[src/rtl/stopwatch_ctrl_if.sv]
// Stopwatch controller bus: tick and button inputs, display and status outputs.
// master = board/test side, slave = stopwatch_ctrl.
interface stopwatch_ctrl_if;
    logic       tick;
    logic       start_stop_n;
    logic       lap_clr_n;
    logic [3:0] disp_ones;
    logic [3:0] disp_tens;
    logic       running;
    logic       lap_active;
    logic       overflow;

    modport master (
        output tick, start_stop_n, lap_clr_n,
        input  disp_ones, disp_tens, running, lap_active, overflow
    );

    modport slave (
        input  tick, start_stop_n, lap_clr_n,
        output disp_ones, disp_tens, running, lap_active, overflow
    );
endinterface

[src/rtl/stopwatch_ctrl.sv]
// Stopwatch controller: button conditioning, start/stop/lap/clear FSM,
// 00-99 BCD seconds count and display mux.
// Optional macro STOPWATCH_OVERFLOW_STOP_EN: stop at 99 with a sticky overflow
// flag instead of wrapping to 00.
//
// state | meaning
// IDLE  | stopped, count cleared
// RUN   | counting, live display
// LAP   | counting, display frozen on lap registers
// PAUSE | stopped, count held
module stopwatch_ctrl #(
    parameter int DEBOUNCE_CYCLES = 100000,
    parameter int DEBOUNCE_W      = 17
) (
    input  logic             clock,
    input  logic             reset,
    stopwatch_ctrl_if.slave  bus
);
    typedef enum logic [1:0] {IDLE, RUN, LAP, PAUSE} state_t;

    // index 0 = start_stop, index 1 = lap_clr
    logic [1:0]            raw;
    logic [1:0]            sync1;
    logic [1:0]            sync2;
    logic [1:0]            db;
    logic [1:0]            press;
    logic [DEBOUNCE_W-1:0] db_cnt [2];

    state_t     state;
    logic [3:0] ones, tens;
    logic [3:0] lap_ones, lap_tens;
    logic [3:0] disp_ones, disp_tens;
    logic       ovf;
    logic       start_eff, lap_eff, counting, clear;

    assign raw = {bus.lap_clr_n, bus.start_stop_n};

    // Synchronize, debounce and edge-detect both buttons.
    always_ff @(posedge clock or posedge reset) begin
        if (reset) begin
            sync1  <= 2'b11;
            sync2  <= 2'b11;
            db     <= 2'b11;
            press  <= 2'b00;
            db_cnt <= '{default: '0};
        end else begin
            sync1 <= raw;
            sync2 <= sync1;
            for (int i = 0; i < 2; i++) begin
                press[i] <= 1'b0;
                if (sync2[i] != db[i]) begin
                    if (db_cnt[i] == DEBOUNCE_W'(DEBOUNCE_CYCLES - 1)) begin
                        db[i]     <= sync2[i];
                        db_cnt[i] <= '0;
                        press[i]  <= ~sync2[i];
                    end else begin
                        db_cnt[i] <= db_cnt[i] + 1'b1;
                    end
                end else begin
                    db_cnt[i] <= '0;
                end
            end
        end
    end

    // Start beats lap in the same cycle; start is locked out while overflowed.
    assign start_eff = press[0] & ~ovf;
    assign lap_eff   = press[1] & ~press[0];
    assign counting  = (state == RUN) || (state == LAP);
    assign clear     = (state == PAUSE) && lap_eff;

`ifdef STOPWATCH_OVERFLOW_STOP_EN
    logic at_max;
    assign at_max = (ones == 4'd9) && (tens == 4'd9);
`else
    assign ovf = 1'b0;
`endif

    // State transitions, lap capture and BCD count.
    always_ff @(posedge clock or posedge reset) begin
        if (reset) begin
            state    <= IDLE;
            ones     <= '0;
            tens     <= '0;
            lap_ones <= '0;
            lap_tens <= '0;
`ifdef STOPWATCH_OVERFLOW_STOP_EN
            ovf      <= 1'b0;
`endif
        end else begin
            case (state)
                IDLE:  if (start_eff) state <= RUN;
                RUN: begin
                    if (start_eff) begin
                        state <= PAUSE;
                    end else if (lap_eff) begin
                        state    <= LAP;
                        lap_ones <= ones;
                        lap_tens <= tens;
                    end
                end
                LAP: begin
                    if (start_eff)    state <= PAUSE;
                    else if (lap_eff) state <= RUN;
                end
                PAUSE: begin
                    if (start_eff)    state <= RUN;
                    else if (lap_eff) state <= IDLE;
                end
                default: state <= IDLE;
            endcase

            if (clear) begin
                ones <= '0;
                tens <= '0;
`ifdef STOPWATCH_OVERFLOW_STOP_EN
                ovf  <= 1'b0;
`endif
            end else if (bus.tick && counting) begin
`ifdef STOPWATCH_OVERFLOW_STOP_EN
                if (at_max) begin
                    state <= PAUSE;
                    ovf   <= 1'b1;
                end else
`endif
                if (ones == 4'd9) begin
                    ones <= '0;
                    tens <= (tens == 4'd9) ? 4'd0 : tens + 4'd1;
                end else begin
                    ones <= ones + 4'd1;
                end
            end
        end
    end

    // Display register: lap value in LAP, otherwise the live count.
    always_ff @(posedge clock or posedge reset) begin
        if (reset) begin
            disp_ones <= '0;
            disp_tens <= '0;
        end else if (state == LAP) begin
            disp_ones <= lap_ones;
            disp_tens <= lap_tens;
        end else begin
            disp_ones <= ones;
            disp_tens <= tens;
        end
    end

    assign bus.disp_ones  = disp_ones;
    assign bus.disp_tens  = disp_tens;
    assign bus.running    = counting;
    assign bus.lap_active = (state == LAP);
    assign bus.overflow   = ovf;
endmodule

[src/flat_wrapper.sv]
// flat-port wrapper written by rule: the top's interface ports become plain ports
module stopwatch_ctrl_flat 
#(
    parameter int DEBOUNCE_CYCLES = 100000,
    parameter int DEBOUNCE_W      = 17
)
  (clock, reset, bus_tick, bus_start_stop_n, bus_lap_clr_n, bus_disp_ones, bus_disp_tens, bus_running, bus_lap_active, bus_overflow);
  stopwatch_ctrl_if bus_i ();
  input  logic clock;
  input  logic reset;
  input wire logic [$bits(bus_i.tick)-1:0] bus_tick;
  input wire logic [$bits(bus_i.start_stop_n)-1:0] bus_start_stop_n;
  input wire logic [$bits(bus_i.lap_clr_n)-1:0] bus_lap_clr_n;
  output wire logic [$bits(bus_i.disp_ones)-1:0] bus_disp_ones;
  output wire logic [$bits(bus_i.disp_tens)-1:0] bus_disp_tens;
  output wire logic [$bits(bus_i.running)-1:0] bus_running;
  output wire logic [$bits(bus_i.lap_active)-1:0] bus_lap_active;
  output wire logic [$bits(bus_i.overflow)-1:0] bus_overflow;
  assign bus_i.tick = bus_tick;
  assign bus_i.start_stop_n = bus_start_stop_n;
  assign bus_i.lap_clr_n = bus_lap_clr_n;
  assign bus_disp_ones = bus_i.disp_ones;
  assign bus_disp_tens = bus_i.disp_tens;
  assign bus_running = bus_i.running;
  assign bus_lap_active = bus_i.lap_active;
  assign bus_overflow = bus_i.overflow;
  stopwatch_ctrl #(.DEBOUNCE_CYCLES(DEBOUNCE_CYCLES), .DEBOUNCE_W(DEBOUNCE_W)) u_core (.clock(clock), .reset(reset), .bus(bus_i));
endmodule
[config.mk]
export PLATFORM = sky130hd
export DESIGN_NAME = stopwatch_ctrl_flat
export DESIGN_NICKNAME = d
export VERILOG_FILES = /design/src/rtl/stopwatch_ctrl_if.sv /design/src/rtl/stopwatch_ctrl.sv /design/src/flat_wrapper.sv
export SDC_FILE = /design/constraint.sdc
export NUM_CORES = 1
export LEC_CHECK = 0
export BUFFER_PORTS_ARGS = -buffer_cell sky130_fd_sc_hd__buf_2
export CAP_MARGIN = 10
export CELL_PAD_IN_SITES_DETAIL_PLACEMENT = 0
export CELL_PAD_IN_SITES_GLOBAL_PLACEMENT = 1
export CORE_ASPECT_RATIO = 0.8
export CORE_UTILIZATION = 48
export DETAILED_ROUTE_END_ITERATION = 8
export GPL_ROUTABILITY_DRIVEN = 0
export GPL_TIMING_DRIVEN = 0
export PLACE_DENSITY_LB_ADDON = 0.1
export SLEW_MARGIN = 40
export SYNTH_ARGS = -nofsm -noshare
export SYNTH_HDL_FRONTEND = slang
export SYNTH_SLANG_ARGS = --single-unit
[constraint.sdc]
create_clock -name clock -period 2.75 [get_ports clock]
set_input_delay 0.825 -clock clock [delete_from_list [all_inputs] [get_ports clock]]
set_output_delay 0.825 -clock clock [all_outputs]
set_load 0.05 [all_outputs]
# Word-level counts from Yosys, hierarchy flattened

Index checks and enable logic that the tools add are counted.

Add/subtract/negate cells: 4
Equal/unequal tests: 13
Muxes and demuxes: 25
Bitwise logic cells: 4
Reduce and logical (&&, ||, !) cells: 11

Operators with widths:

| operator                | number |
|---|---|
| $mux W17                | 4 |
| $mux W4                 | 9 |
| $add A17 B1 Y17 const B | 2 |
| $eq A17 B17 Y1 const B  | 2 |
| $mux W2                 | 7 |
| $ne A3 B1 Y1 const B    | 3 |
| $add A4 B1 Y4 const B   | 2 |
| $eq A4 B4 Y1 const B    | 2 |
| $pmux W2 S4             | 1 |
| $reduce_and A2 Y1       | 3 |
| $eq A2 B2 Y1 const B    | 2 |
| $mux W1                 | 4 |
| $reduce_and A4 Y1       | 1 |
| $reduce_bool A2 Y1      | 2 |
| $not A1 Y1              | 3 |
| $reduce_and A3 Y1       | 1 |
| $eq A2 B1 Y1 const B    | 1 |
| $logic_and A1 B1 Y1     | 2 |
| $logic_not A2 Y1        | 1 |
| $ne A1 B1 Y1            | 2 |
| $ne A2 B1 Y1 const B    | 1 |
| $and A1 B1 Y1           | 1 |
| $logic_or A1 B1 Y1      | 1 |

Bits in registers: 68
Bits of input ports: 5

# Depth between registers and ports, before layout

Gate-level depths: netlist of run 1.

Depth in word-level cells: 5
Depth in mapped cells: 7
Mapped depth without buffers: 6

# Worst setup path after synthesis of run 1

OpenSTA, ideal clock, no wires.

Path type: reg2reg
Start: reg u_core.state[0]
End: reg u_core.tens[3]
Library setup time: 0.069 ns
Arrival time: 1.853 ns
Setup slack: 0.828 ns
Stages on the path, launching flop included: 6
Clock period less this slack: 1.922 ns
Cells stage by stage: dfrtp_1 > inv_1 > ha_1 > a31oi_1 > or4_1 > nand3_1

Word-level cells in the longest chain between the ends: 5
Elaborated cells on any way between the ends: 10

Ends and longest elaborated chain:

| element                                             | RTL line              | source |
|---|---|---|
| from (decl)                                         | stopwatch_ctrl.sv:29  | `state_t state;` |
| from (signal assigned)                              | stopwatch_ctrl.sv:82  | `state <= IDLE;` |
| from (signal assigned)                              | stopwatch_ctrl.sv:92  | `IDLE: if (start_eff) state <= RUN;` |
| from (signal assigned)                              | stopwatch_ctrl.sv:95  | `state <= PAUSE;` |
| $eq A2 B1 Y1 / $eq A2 B2 Y1 (equally long branches) | stopwatch_ctrl.sv:69  | `assign counting = (state == RUN) \|\| (state == LAP);` |
| $logic_or A1 B1 Y1 *                                | stopwatch_ctrl.sv:69  |  |
| via bus_running                                     | flat_wrapper.sv:16    | `output wire logic [$bits(bus_i.running)-1:0] bus_running;` |
| $logic_and A1 B1 Y1 *                               | stopwatch_ctrl.sv:119 | `end else if (bus.tick && counting) begin` |
| $reduce_bool A2 Y1 (no line) *                      | --                    |  |
| $reduce_and A2 Y1 (no line) *                       | --                    |  |
| to (signal assigned)                                | stopwatch_ctrl.sv:128 | `tens <= (tens == 4'd9) ? 4'd0 : tens + 4'd1;` |
| to (decl)                                           | stopwatch_ctrl.sv:30  | `logic [3:0] ones, tens;` |

Mark *: on every way through the listed nets, which the timed path passes. The rest lies on a longest branch.
A chain may end at the register's enable or synchronous reset.

# Worst setup path in the final report of run 1

Start: reg u_core.state[1]
End: out bus_running

Word-level cells in the longest chain between the ends: 2
Elaborated cells on any way between the ends: 3

Ends and longest elaborated chain:

| element                                             | RTL line |
|---|---|
| $eq A2 B1 Y1 / $eq A2 B2 Y1 (equally long branches) | stopwatch_ctrl.sv:69 |
| $logic_or A1 B1 Y1 *                                | stopwatch_ctrl.sv:69 |
| to (decl)                                           | flat_wrapper.sv:16 |

Mark *: on every way between the ends. The rest lies on a longest branch, timed or not.

==> impl_metrics.tcl, run 1 <==
set metrics [dict create \
    grt_use_met2_pct 25.5 \
    cts_tree "yes" \
    drc 0 \
    cp_cell_sequence "inv_1 -> ha_1 -> buf_2" \
    antenna_found_initial 0 \
    pwr_density_cell_mw_per_mm2 534 \
    postRouteAntennaNets 0 \
    ys_seq_area_share_pct 53.4 \
    grt_use_met1_pct 27.0 \
    finalSetupViolCount 0 \
    worstPathArrival_ps 1560 \
    utilization_pct 56.4 \
    p_total_mw 1.93 \
    synth-async-reset-ratio_pct 100 \
    cts_setup_buffers 0 \
    core_area_mm2 0.00641 \
    final_hold_viol_count 0 \
    die_y_um 75.0 \
    vias 2216 \
    synth_edf_count 0 \
    die_area_mm2 0.00700 \
    final_cell_mix "dfrtp_1, nor2_1, nand2_1" \
    finalCritPeriodShare_pct 86.8 \
    start_util_pct 49.9 \
    htreeDepth 3 \
    cts_made_buffers 9 \
    seq_power_share_pct 53.0 \
    busiest_layer "met1" \
    cp-start-kind "flop" \
    mostFrequentLayoutCell "dfrtp_1" \
    place_ws_ps 552 \
    tns_ps 0 \
    final_cell_area_mm2 0.00361 \
    whs_ps 357 \
    grt_setup_unrepaired "false" \
    rrSetupSlack_ps 510 \
    critPathMaxStageDelay_ps 440 \
    via_per_inst 5.28 \
    pin_count 16 \
    cp_max_fo 6 \
    switchingPower_uw 465 \
    drv_slew 0 \
    outcome "complete, no violations" \
    hold_class "flop to flop" \
    grt_use_total_pct 18.4 \
    crit_buf_inv 2 \
    switching_share_pct 24.1 \
    p_int_mw 1.46 \
    synth_area_per_cell_um2 10.5 \
    final.min_clock_period_ps 2390 \
    place.port_buffers 14 \
    relSlewSlack_pct 65.0 \
    synth_seq_cells 68 \
    antenna_cells 0 \
    post_cts_resized 0 \
    setup_slack_ps 362 \
    drive_gt1_share_pct 17.0 \
    root_buffer "clkbuf_8" \
    hold_buffers 0 \
    dp_cells 404 \
    timing.fmax_ghz 0.419 \
    crit_slowest_cell "dfrtp_1" \
    hpwlAfterDp_um 3960 \
    tightest_slew_ps 522 \
    ir_worst_vdd_mv 0.329 \
    finalNetCount 347 \
    met3_usage_pct 6.36 \
    syn_area_mm2 0.00320 \
    worstSetupPathType "flop to output pin" \
    yosys_warnings 0 \
    synth_ff_type "dfrtp_1" \
    clk_path_buf_depth 2 \
    synth_cells 305 \
    grt_pass1_vias 1963 \
    syn-num-nets 321 \
    p_comb_share_pct 3.0 \
    drt-initial-drc-count 117 \
    stdcell_count 420 \
    wire_per_inst_um 13.4 \
    p_leak_nw 1.58 \
    grt_pass1_wl_um 9610 \
    end_kind "output pin" \
    grt_max_degree 54 \
    crit_required_ps 1930 \
    clkLatencyLatePin_ps 350 \
    drt-pass1-iter-count 4 \
    path_delay_family "flip-flops" \
    worst_clock_skew_ps 13.4 \
    cts.sinks 68 \
    dpl_cell_area_mm2 0.00341 \
    clk_pin_slew_ps 80 \
    area_delta_synth_final_pct 12.9 \
    rows 26 \
    clkPwrFrac_pct 43.9 \
    ys_types 40 \
    die_w_um 93.3 \
    max-cap-violations 0 \
    wirelength_um 5650 \
    globalRoute.totalOverflow 0 \
]
-- routing by layer --
metal	wire length [um]	up-vias
met1	3010	1053
met5	0	-
met2	2340	38
met4	53	0
met3	244	7
li1	-	1118
-- power by group through the flow --
stage,combinational [mW],clock (mW),sequential (mW)
floorplan,0.0394,0,1.04
global placement,0.0540,0,1.04
detailed placement,0.0608,0,1.04
CTS,0.0610,0.882,1.02
global route,0.0678,0.925,1.02
finish,0.0584,0.847,1.02
-- state kept, by name (all words and copies together), names as in the netlist --
signal                flops
u_core.bus.disp_tens      4
u_core.sync1              2
u_core.bus.disp_ones      4
u_core.sync2              2
u_core.db                 2
u_core.ones               4
u_core.lap_tens           4
u_core.db_cnt            34
u_core.state              2
u_core.press              2
u_core.tens               4
u_core.lap_ones           4
-- synthesized netlist by cell type, types with 2 or more instances --
master    instances  area (um^2)
dfrtp_1          62         1550
nor2_1           38          143
nand2_1          22         82.6
nand3_1          17         85.1
xnor2_1          15          131
mux2_2           12          135
nand4_1          12         75.1
nor3_1           12         60.1
o21ai_0          12         60.1
xor2_1           12          105
ha_1             11          138
inv_1            11         41.3
a21oi_1           9         45.0
dfstp_2           6          158
nor4_1            6         37.5
and3_1            5         31.3
clkbuf_1          5         18.8
nand2b_1          4         25.0
and4_1            3         26.3
nor4bb_1          3         30.0
or3_1             3         18.8
or4_1             3         22.5
a31oi_1           2         12.5
and3b_1           2         17.5
buf_4             2         15.0
o31ai_1           2         15.0
-- path summary, 6_finish.rpt --
path / endpoint / from / cells after the start
min: u_core.sync2[0]$_DFF_PP1_ / u_core.sync1[0]$_DFF_PP1_ / 0
max reg2reg: u_core.db_cnt[31]$_DFF_PP0_ / u_core.db_cnt[17]$_DFF_PP0_ / 7
min reg2reg: u_core.sync2[0]$_DFF_PP1_ / u_core.sync1[0]$_DFF_PP1_ / 0
max in group asynchronous: u_core.db[1]$_DFFE_PP1P_ / reset / 3
min in group asynchronous: u_core.db_cnt[6]$_DFF_PP0_ / reset / 2
max: bus_running / u_core.state[1]$_DFFE_PP0P_ / 3
-- cell type report --
class	instances	area, um^2
fillers	581	2800
inverters	11	46.3
flip-flops and latches	68	1710
clock inverters	7	81.3
clock buffers	9	124
repair buffers	15	97.6
well taps	84	105
plain buffers	8	38.8
multi-input cells	218	1410
-- logic make-up (layout without fill, tap and decap cells) --
group	Yosys count	after routing	synth area share, %
and+or+nand+nor	137	137	22.3
DFF	68	68	53.4
AOI/OAI and AO/OA	30	30	5.75
xor gates and xnor gates	27	27	7.39
buffers and inverters	19	50	2.50
muxes	12	12	4.22
adders and majority gates	11	11	4.30
other	1	1	0.117
Note: power is estimated with default switching activity, not from simulation.
==> run 2, diff against run 1 <==
- ABC_AREA: not set -> 1
- CORE_UTILIZATION: 48 -> 46
==> run 2 against run 1 <==
Net effect:
- wire length up 16%
- final area is 7.4% higher
- sequential cell count is the same
- sequential power hardly changed
- final cell count is 30% higher
- via count grew 20%
- register-to-register slack better by 580 ps
- critical endpoint unchanged
==> impl_metrics.tcl, run 2 <==
set metrics [dict create \
    globalRoute.totalOverflow 0 \
    final_hold_viol_count 0 \
    timing.fmax_ghz 0.425 \
    finalNetCount 471 \
    synth_area_per_cell_um2 8.03 \
    cts_tree "yes" \
    root_buffer "clkbuf_8" \
    crit_required_ps 1930 \
    hold_class "flop to flop" \
    seq_power_share_pct 51.1 \
    worstPathArrival_ps 1530 \
    cp_max_fo 6 \
    synth_edf_count 0 \
    core_area_mm2 0.00706 \
    antenna_found_initial 0 \
    worst_clock_skew_ps 9.39 \
    cts_made_buffers 9 \
    drive_gt1_share_pct 13.7 \
    yosys_warnings 0 \
    cts_setup_buffers 0 \
    area_delta_synth_final_pct 12.6 \
    ir_worst_vdd_mv 0.320 \
    syn-num-nets 445 \
    finalSetupViolCount 0 \
    grt_setup_unrepaired "false" \
    via_per_inst 4.86 \
    largest_register_ffs 34 \
    max-cap-violations 0 \
    synth_seq_cells 68 \
    p_int_mw 1.54 \
    hpwlAfterDp_um 4730 \
    setup_slack_ps 400 \
    place_ws_ps 772 \
    drv_slew 0 \
    synth.most_common_cell "nand2_1" \
    clk_path_buf_depth 2 \
    drc 0 \
    pwr_density_cell_mw_per_mm2 514 \
    place.port_buffers 14 \
    finalCritPeriodShare_pct 85.5 \
    mostFrequentLayoutCell "nand2_1" \
    ys_seq_area_share_pct 49.6 \
    clkLatencyLatePin_ps 340 \
    final_cell_area_mm2 0.00388 \
    antenna_cells 0 \
    vias 2661 \
    start_util_pct 48.8 \
    outcome "complete, no violations" \
    dpl_cell_area_mm2 0.00366 \
    wire_per_inst_um 12.0 \
    post_cts_resized 0 \
    multi_input_area_mm2 0.00153 \
    rows 27 \
    ys_types 30 \
    seq_area_mm2 0.00171 \
    hold_buffers 0 \
    clkPwrFrac_pct 46.0 \
    worstSetupPathType "flop to output pin" \
    yosys.area.top_type "dfrtp_1" \
    synth_top_cell_area_share_pct 45.0 \
    utilization_pct 55.0 \
    pin_count 16 \
    switching_share_pct 22.7 \
    final.min_clock_period_ps 2350 \
    whs_ps 359 \
    grt_pass1_wl_um 11500 \
    grt_pass1_vias 2458 \
    syn_area_mm2 0.00345 \
    p_leak_nw 1.75 \
    largest-register "u_core.db_cnt" \
    synth-async-reset-ratio_pct 100 \
    synth_ff_type "dfrtp_1" \
    postRouteAntennaNets 0 \
    final_cell_mix "nand2_1, nor2_1, dfrtp_1" \
    p_comb_share_pct 2.9 \
    nFillCells 651 \
    synth_cells 429 \
    die_w_um 98.8 \
    drt-initial-drc-count 91 \
    drt-pass1-iter-count 4 \
    die_area_mm2 0.00784 \
    wirelength_um 6560 \
    die_y_um 79.4 \
    synth_area_leaders "dfrtp_1, nand2_1, nor2_1" \
    cp-start-kind "flop" \
    grt_use_total_pct 18.8 \
    switchingPower_uw 454 \
    cts.sinks 68 \
    end_kind "output pin" \
    synth_commonest_cells "nand2_1, nor2_1, dfrtp_1" \
    grt_max_degree 51 \
    htreeDepth 3 \
    clk_pin_slew_ps 70 \
]
==> run 2: final timing paths <==
kind,slack [ps],endpoint,startpoint,cells after the start
max,400,bus_running,u_core.state[1]$_DFFE_PP0P_,3
min,360,u_core.sync2[1]$_DFF_PP1_,u_core.sync1[1]$_DFF_PP1_,0
max reg2reg,1090,u_core.bus.disp_ones[1]$_DFF_PP0_,u_core.state[0]$_DFFE_PP0P_,6
min reg2reg,360,u_core.sync2[1]$_DFF_PP1_,u_core.sync1[1]$_DFF_PP1_,0
max in group asynchronous,1810,u_core.sync2[0]$_DFF_PP1_,reset,3
min in group asynchronous,410,u_core.press[0]$_DFF_PP0_,reset,2
==> run 2: power by group through the flow <==
stage          registers [mW]  logic (mW)  clock network [mW]
6_report                 1.02      0.0573               0.919
5_1_grt                  1.02      0.0668               0.981
4_1_cts                  1.02      0.0602               0.949
3_5_place_dp             1.04      0.0602                   0
3_3_place_gp             1.04      0.0529                   0
2_1_floorplan            1.04      0.0386                   0
==> run 2: area by class of cell <==
cell class	instances	share of cell area, %
Clock buffer	9	3.19
Tap cell	87	2.81
Timing Repair Buffer	15	2.52
Inverter	48	4.80
Clock inverter	7	2.55
Multi-Input combinational cell	309	39.5
Buffer	4	0.548
Sequential cell	68	44.1
==> run 2: metrics by stage <==
stage	total power [mW]	TNS (ps)	instances
after floorplan	1.08	0	429
after global routing	2.07	0	547
after global placement	1.09	-40800	530
after CTS	2.03	0	547
final	2.00	0	547
after detailed placement	1.10	0	531
==> run 2: per-layer routing <==
layer / GRT usage [%] / routed length (um)
met1: 25.7 / 3370
met2: 29.7 / 2900
met3: 5.08 / 228
met4: 5.37 / 68
met5: 0 / 0
==> run 2: logic make-up (layout without fill, tap and decap cells) <==
| kind of cell | after synthesis | count (layout) | synth area share [%] |
|---|---|---|---|
| flip-flops | 68 | 68 | 49.6 |
| other | 1 | 1 | 0.109 |
| AND/OR/NAND/NOR | 251 | 251 | 32.1 |
| buffers and inverters | 52 | 83 | 5.88 |
| adder cells (fa/ha/maj) | 11 | 11 | 3.99 |
| XOR/XNOR | 11 | 11 | 2.80 |
| AO/OA/AOI/OAI | 35 | 35 | 5.56 |
==> run 2: critical path: stages, from the launching register on <==
cell	delay [ps]
dfrtp_1	440
inv_1	120
ha_1	350
buf_2	280
==> run 3, diff against run 2 <==
- CORE_MARGIN: not set -> 2
==> run 3 against run 2 <==
Net effect:
- global-route usage shrank 0.52 points
- register-to-register slack about the same
- first-iteration DRC count grew 6.6%
- final cell count up 0.55%
- combinational power about the same
- critical endpoint unchanged
==> impl_metrics.tcl, run 3 (synthesis gave the netlist of run 2 again) <==
set metrics [dict create \
    setup_slack_ps 420 \
    cts_made_buffers 9 \
    pin_count 16 \
    grt_setup_unrepaired "false" \
    drive_gt1_share_pct 13.7 \
    finalSetupViolCount 0 \
    via_per_inst 4.91 \
    path_delay_family "flip-flops" \
    wirelength_um 6800 \
    end_kind "output pin" \
    rr_worst_depth 5 \
    final_cell_mix "nand2_1, nor2_1, dfrtp_1" \
    htreeDepth 3 \
    crit_buf_inv 2 \
    finalCritPeriodShare_pct 84.7 \
    whs_ps 355 \
    root_buffer "clkbuf_8" \
    cp_max_fo 6 \
    grt_use_total_pct 18.3 \
    worstPathArrival_ps 1510 \
    drt-pass1-iter-count 5 \
    drc 0 \
    place.port_buffers 14 \
    post_cts_resized 0 \
    timing.fmax_ghz 0.429 \
    max-cap-violations 0 \
    cts.sinks 68 \
    wire_per_inst_um 12.4 \
    final_hold_viol_count 0 \
    antenna_found_initial 0 \
    cts_setup_buffers 0 \
    clk_path_buf_depth 2 \
    die_area_mm2 0.00820 \
    place_ws_ps 789 \
    globalRoute.totalOverflow 0 \
    critPathMaxStageDelay_ps 440 \
    clk_pin_slew_ps 70 \
    antenna_cells 0 \
    largest-register "u_core.db_cnt" \
    grt_pass1_vias 2544 \
    core_area_mm2 0.00732 \
    drv_slew 0 \
    cp_num_cells 3 \
    hold_class "flop to flop" \
    crit_required_ps 1930 \
    hold_buffers 0 \
    clkLatencyLatePin_ps 340 \
    largest_register_ffs 34 \
    worstSetupPathType "flop to output pin" \
    vias 2700 \
    hold_depth 0 \
    crit_slowest_cell "dfrtp_1" \
    die_w_um 101 \
    hpwlAfterDp_um 4830 \
    tns_ps 0 \
    worst_clock_skew_ps 6.36 \
    nFillCells 691 \
    cp_cell_sequence "inv_1 -> ha_1 -> buf_2" \
    rows 28 \
    grt_pass1_wl_um 11600 \
    grt_max_degree 52 \
    start_util_pct 47.1 \
    p_leak_nw 1.76 \
    die_y_um 81.4 \
    finalNetCount 471 \
    cts_tree "yes" \
    cp-start-kind "flop" \
    outcome "complete, no violations" \
    final.min_clock_period_ps 2330 \
    mostFrequentLayoutCell "nand2_1" \
    drt-initial-drc-count 97 \
    area_delta_synth_final_pct 13.2 \
    pwr_density_cell_mw_per_mm2 529 \
    ir_worst_vdd_mv 0.335 \
    postRouteAntennaNets 0 \
]
[run 3: cell type report]
class / count / area [um^2] / area share, %
Sequential cell: 68 / 1710 / 43.8
Timing Repair Buffer: 15 / 97.6 / 2.50
Multi-Input combinational cell: 309 / 1530 / 39.3
Buffer: 4 / 21.3 / 0.545
Clock inverter: 7 / 115 / 2.95
Clock buffer: 9 / 124 / 3.18
Inverter: 48 / 186 / 4.78
Tap cell: 90 / 113 / 2.89
[run 3: final timing paths]
check | startpoint | to | slack [ps]
max | u_core.state[0]$_DFFE_PP0P_ | bus_running | 420
min | u_core.sync1[0]$_DFF_PP1_ | u_core.sync2[0]$_DFF_PP1_ | 360
max reg2reg | u_core.state[0]$_DFFE_PP0P_ | u_core.bus.disp_tens[2]$_DFF_PP0_ | 1090
min reg2reg | u_core.sync1[0]$_DFF_PP1_ | u_core.sync2[0]$_DFF_PP1_ | 360
max in group asynchronous | reset | u_core.db[0]$_DFFE_PP1P_ | 1790
min in group asynchronous | reset | u_core.ones[1]$_DFFE_PP0P_ | 410
[run 3: per-layer routing]
metal  GRT usage, %  part of all wire, %  routed length, um  vias up
li1               -                    -                  -     1407
met4           3.84                 0.75                 51        0
met1           25.6                   52               3560     1255
met3           5.87                  3.2                219        4
met5              0                    0                  0        -
met2           28.1                   44               2970       34
[run 3: power breakdown]
group	internal (mW)	leakage (nW)	total [mW]	switching, mW
logic	0.0160	0.727	0.0573	0.0413
clock network	0.599	0.115	0.987	0.388
registers	1.01	0.914	1.02	0.00766
[run 3: per-stage QoR]
stage                     instances  total power, mW  util [%]  cell area, um^2
final                           550             2.06      53.3             3900
after global routing            550             2.15      53.3             3900
after CTS                       550             2.10      53.3             3900
after detailed placement        534             1.10      50.0             3660
after global placement          533             1.09      49.6             3630
after floorplan                 429             1.08         -             3450
[run 3: worst register-to-register path: cells and delay by family, from the launching register on]
| kind | cells | cell delay [ps] |
|---|---|---|
| buffers and inverters | 3 | 760 |
| DFF | 1 | 440 |
| AOI/OAI and AO/OA | 1 | 160 |
| adders and majority gates | 1 | 170 |
